$ cat src/rtl/audio_fifo_1r1w.sv
// audio_fifo_1r1w: single-clock FIFO for multi-channel audio frames with
// ready/valid on both sides, first-word-fall-through output and registered
// occupancy status. Channel 0 sits in the data LSBs.
// Optional jitter-buffer holdoff: define AUDIO_FIFO_HOLDOFF_EN to hold valid_o
// low until PREFILL_P frames are buffered, and again after an underrun.
module audio_fifo_1r1w #(
  parameter int unsigned WIDTH_P    = 24,
  parameter int unsigned CHANNELS_P = 2,
  parameter int unsigned DEPTH_P    = 16,
  parameter int unsigned AFULL_P    = 12,
  parameter int unsigned PREFILL_P  = 8
) (
  input  logic                              clk_i,
  input  logic                              reset_i,
  input  logic [CHANNELS_P*WIDTH_P-1:0]     data_i,
  input  logic                              valid_i,
  output logic                              ready_o,
  output logic [CHANNELS_P*WIDTH_P-1:0]     data_o,
  output logic                              valid_o,
  input  logic                              ready_i,
  output logic [$clog2(DEPTH_P+1)-1:0]      count_o,
  output logic                              full_o,
  output logic                              empty_o,
  output logic                              almost_full_o
);

  localparam int unsigned DW = CHANNELS_P * WIDTH_P;
  localparam int unsigned AW = $clog2(DEPTH_P);
  localparam int unsigned CW = $clog2(DEPTH_P + 1);

  // Elaboration-time parameter sanity checks
  if (DEPTH_P < 2 || (DEPTH_P & (DEPTH_P - 1)) != 0) begin : g_bad_depth
    $error("audio_fifo_1r1w: DEPTH_P must be a power of 2 and >= 2");
  end
  if (AFULL_P < 1 || AFULL_P > DEPTH_P) begin : g_bad_afull
    $error("audio_fifo_1r1w: AFULL_P out of range 1..DEPTH_P");
  end
  if (PREFILL_P < 1 || PREFILL_P > DEPTH_P) begin : g_bad_prefill
    $error("audio_fifo_1r1w: PREFILL_P out of range 1..DEPTH_P");
  end

  logic [DW-1:0] mem [DEPTH_P];
  logic [AW-1:0] wr_ptr_q;
  logic [AW-1:0] rd_ptr_q;
  logic [CW-1:0] count_q;
  logic [CW-1:0] count_d;
  logic          wr_en;
  logic          rd_en;

  // Handshakes and status, all derived from the registered count
  always_comb begin
    full_o        = (count_q == CW'(DEPTH_P));
    empty_o       = (count_q == '0);
    almost_full_o = (count_q >= CW'(AFULL_P));
    count_o       = count_q;
    ready_o       = ~full_o;
    wr_en         = valid_i & ready_o;
    rd_en         = valid_o & ready_i;
    data_o        = mem[rd_ptr_q];
  end

  // Occupancy update: simultaneous read and write leaves count unchanged
  always_comb begin
    count_d = count_q;
    if (wr_en && !rd_en)
      count_d = count_q + CW'(1);
    else if (rd_en && !wr_en)
      count_d = count_q - CW'(1);
  end

  // Frame storage; contents are intentionally not cleared by reset
  always_ff @(posedge clk_i) begin
    if (wr_en)
      mem[wr_ptr_q] <= data_i;
  end

  // Pointers and count; pointers wrap naturally at DEPTH_P
  always_ff @(posedge clk_i) begin
    if (reset_i) begin
      wr_ptr_q <= '0;
      rd_ptr_q <= '0;
      count_q  <= '0;
    end else begin
      if (wr_en)
        wr_ptr_q <= wr_ptr_q + AW'(1);
      if (rd_en)
        rd_ptr_q <= rd_ptr_q + AW'(1);
      count_q <= count_d;
    end
  end

`ifdef AUDIO_FIFO_HOLDOFF_EN
  typedef enum logic {FILL, RUN} hold_state_e;
  hold_state_e state_q;
  hold_state_e state_d;

  // Holdoff state register
  always_ff @(posedge clk_i) begin
    if (reset_i)
      state_q <= FILL;
    else
      state_q <= state_d;
  end

  // Holdoff next state: release at prefill level, re-arm on underrun
  always_comb begin
    state_d = state_q;
    case (state_q)
      FILL: if (count_q >= CW'(PREFILL_P)) state_d = RUN;
      RUN:  if (rd_en && !wr_en && count_q == CW'(1)) state_d = FILL;
      default: state_d = FILL;
    endcase
  end

  // Holdoff output: head frame is presented only while streaming
  always_comb begin
    valid_o = (state_q == RUN) & ~empty_o;
  end
`else
  // Head frame is valid whenever the FIFO holds anything
  always_comb begin
    valid_o = ~empty_o;
  end
`endif

endmodule

$ cat config.mk
export PLATFORM = sky130hd
export DESIGN_NAME = audio_fifo_1r1w
export DESIGN_NICKNAME = d
export VERILOG_FILES = /design/src/rtl/audio_fifo_1r1w.sv
export SDC_FILE = /design/constraint.sdc
export NUM_CORES = 1
export LEC_CHECK = 0
export BUFFER_PORTS_ARGS = -buffer_cell sky130_fd_sc_hd__buf_4
export CAP_MARGIN = 20
export CORE_UTILIZATION = 55
export DETAILED_ROUTE_END_ITERATION = 8
export PLACE_DENSITY = 0.72
export SYNTH_ARGS = -nofsm -noshare
export SYNTH_HDL_FRONTEND = slang
export SYNTH_SLANG_ARGS = --single-unit
$ cat constraint.sdc
create_clock -name clk_i -period 8.1 [get_ports clk_i]
set_input_delay 0.405 -clock clk_i [delete_from_list [all_inputs] [get_ports clk_i]]
set_output_delay 0.405 -clock clk_i [all_outputs]
set_load 0.02 [all_outputs]
==> results.py <==
metrics = {
    "yosys": {
        "yosysWarnings": 0,
        "ys_seq_elements": 785,
        "synthTopCellsByArea": "edfxtp_1, mux4_2, a22oi_1",
        "syn_area_per_cell_um2": 22.96,
        "ys_types": 34,
        "syn-cell-area_um2": 29620,
        "synth_edf_count": 768,
        "ys_async_sr_fraction_pct": 0,
        "synth_top_area_cell": "edfxtp_1",
        "yosys-top-cells-count": "edfxtp_1, mux4_2, a22oi_1",
        "post-synth-top-count-cell": "edfxtp_1",
        "synth_seq_area_share_pct": 79.00,
        "syn_nets": 1353,
        "synth_ff_type": "edfxtp_1",
        "synthCells": 1290,
        "synth_top_area_share_pct": 77.85,
    },
    "timing": {
        "finalCritPeriodShare_pct": 47.93,
        "skew_ns": 0.01342,
        "worst_pin_slew_ns": 1.126,
        "grt_setup_unrepaired": "false",
        "setup_tns_ns": 0,
        "finalHoldViolCount": 0,
        "setup-violations-final": 0,
        "clock.fmax_mhz": 257.6,
        "slew_headroom_pct": 24.94,
        "timing.final.max_slew_violations": 0,
        "postLayoutSetupSlackWorst_ns": 4.217,
        "min_period_ns": 3.883,
    },
    "clock_tree": {
        "clkTransAtPathRegs_ns": 0.06,
        "post_cts_resized": 0,
        "clk_latency_ns": 0.61,
        "cts_buffers": 76,
        "h-tree-depth": 3,
        "cts_tree": "built",
        "cts.path.max_buffers": 3,
        "postCtsSetupRepairBufs": 0,
        "cts_root_buf": "clkbuf_16",
        "hold_buffers": 0,
        "clock-sinks": 785,
    },
    "floorplan": {
        "die_x_um": 234.1,
        "core_um2": 52870,
        "io_pins": 110,
        "die-area_um2": 54790,
        "rows": 84,
        "dieHeight_um": 234.1,
        "start_util_pct": 56.04,
    },
    "global_routing": {
        "grt_pass1_wl_mm": 91.29,
        "grt_max_degree": 122,
        "antenna_found_initial": 3,
        "use_met1_pct": 34.79,
        "grt_usage_pct": 23.54,
        "grt_overflow_total": 0,
        "grt.met2_usage_pct": 35.89,
        "grt.met3_usage_pct": 4.110,
        "grt_pass1_vias": 14150,
        "busiest_layer": "met2",
    },
    "place": {
        "dp.cells": 2035,
        "placed_cell_area_um2": 31210,
        "hpwl_mm": 27.52,
        "io_buffer_count": 109,
        "gp_congestion": 0.7160,
        "post-place-ws_ns": 4.424,
    },
    "route": {
        "drt-vias-per-instance": 6.360,
        "ant_nets": 0,
        "routedWlPerCell_um": 28.39,
        "drt_wl_total_mm": 61.72,
        "drc": 7,
        "drt_iter0_markers": 1505,
        "via_count": 13830,
        "firstDrtPassIters": 7,
    },
    "run": {
        "maxCapViolCount": 0,
    },
    "final_layout": {
        "drive_above_1_share_pct": 30.30,
        "fin_cells": 2174,
        "fill_cells": 3379,
        "syn2layout_area_growth_pct": 13.58,
        "nNetsFinal": 1490,
        "stdcell_area_um2": 33640,
    },
    "power": {
        "switching_share_pct": 25.86,
        "seqPwrFrac_pct": 45.7,
        "clkPwrFrac_pct": 32.9,
        "pwr-share-comb_pct": 21.4,
        "leakagePower_nw": 10.64,
        "power_density_nw_per_um2": 306.3,
        "vdd_drop_max_uv": 258.3,
        "p_switching_mw": 2.665,
        "p_int_mw": 7.641,
    },
    "worst_setup_path": {
        "critPathRequiredTime_ns": 7.70,
        "crit_arrival_ns": 3.48,
        "r2r_cells": 6,
        "cp-start-kind": "register",
        "path_class": "register to output pin",
        "crit_fanout": 121,
        "endpoint_kind": "output pin",
    },
    "worst_hold_path": {
        "min_path_type": "primary input to register",
        "holdPathStages": 1,
    },
    "status": {
        "outcome": "finished with violations",
        "violations": "DRC",
    },
}
==> flip-flops by register name (all words and copies together) (netlist names), named ones only <==
name      count
rd_ptr_q      4
count_o       5
mem         768
wr_ptr_q      4
==> area by class of cell <==
cell class,instances,area (um2),share of cell area [%]
sequential,785,23410,69.58
multi-input combinational,425,5937,17.65
clock buffer,98,2068,6.147
timing repair buffer,126,1011,3.005
tap,688,860.8,2.559
clock inverter,38,306.5,0.9111
inverter,13,48.80,0.1450
antenna,1,2.502,0.007438
==> kinds of logic (layout without fill, tap and decap cells) <==
kind of cell    after synthesis  after routing  share of synthesized area, %
compound gates              110            110                         2.767
simple gates                101            101                         1.516
mux                         194            194                         14.67
fa+ha+maj                    11             11                        0.4900
buf+inv                      80            275                         1.292
xor+xnor                      9              9                        0.2661
other cells                   0              1                             0
flops                       785            785                         79.00
==> placed cells by master, fill, tap and decap left out, drive strengths merged, types with 2 or more instances in the layout <==
| cell | n |
|---|---|
| clkinv | 28 |
| nor4 | 5 |
| a21oi | 6 |
| xnor2 | 3 |
| nand3b | 2 |
| edfxtp | 768 |
| mux4 | 192 |
| ha | 10 |
| a22oi | 96 |
| nand3 | 2 |
| bufinv | 4 |
| and2 | 9 |
| nand2 | 55 |
| clkbuf | 98 |
| dfxtp | 17 |
| buf | 126 |
| nor2b | 2 |
| nor3b | 2 |
| nor2 | 21 |
| xor2 | 6 |
| inv | 18 |
| o211ai | 3 |
| o21ai | 2 |
==> metrics by stage <==
step	utilization (%)	total power [mW]	hold WS, ns
3_3_place_gp	59.04	6.978	0.4987
2_1_floorplan	-	6.404	0.4741
4_1_cts	63.53	10.36	0.05476
3_5_place_dp	59.04	7.006	0.5172
5_1_grt	63.64	10.68	0.08297
6_report	63.64	10.31	0.08379
==> power by group through the flow <==
stage	logic, mW	registers, mW	clock network (mW)
4_1_cts	2.15	4.78	3.43
2_1_floorplan	1.66	4.74	0
3_5_place_dp	2.14	4.86	0
3_3_place_gp	2.12	4.85	0
6_report	2.21	4.71	3.39
5_1_grt	2.38	4.72	3.57
==> path summary, 6_finish.rpt <==
kind                                  from                       end  slack, ns
setup / recovery                  register                 data_o[4]       4.22
hold / removal                  data_i[15]     mem[11][15]$_DFFE_PP_       0.08
setup reg to reg   count_o[1]$_SDFFE_PP0P_     mem[12][19]$_DFFE_PP_       4.84
hold reg to reg   wr_ptr_q[1]$_SDFFE_PP0P_  wr_ptr_q[1]$_SDFFE_PP0P_       0.52
==> per-layer routing <==
| layer | vias to the layer above | routed length (um) |
|---|---|---|
| li1 | 5748 | - |
| met1 | 7321 | 25270 |
| met2 | 643 | 29590 |
| met3 | 111 | 5205 |
| met4 | 4 | 1624 |
| met5 | - | 24 |
==> worst max-delay path: stages, from the launching register on <==
cell and delay (ns):
dfxtp_4 1.04, buf_12 0.61, mux4_2 0.43, a22oi_1 0.24
nand2_1 0.21, buf_4 0.21
Note: power is estimated with default switching activity, not from simulation.
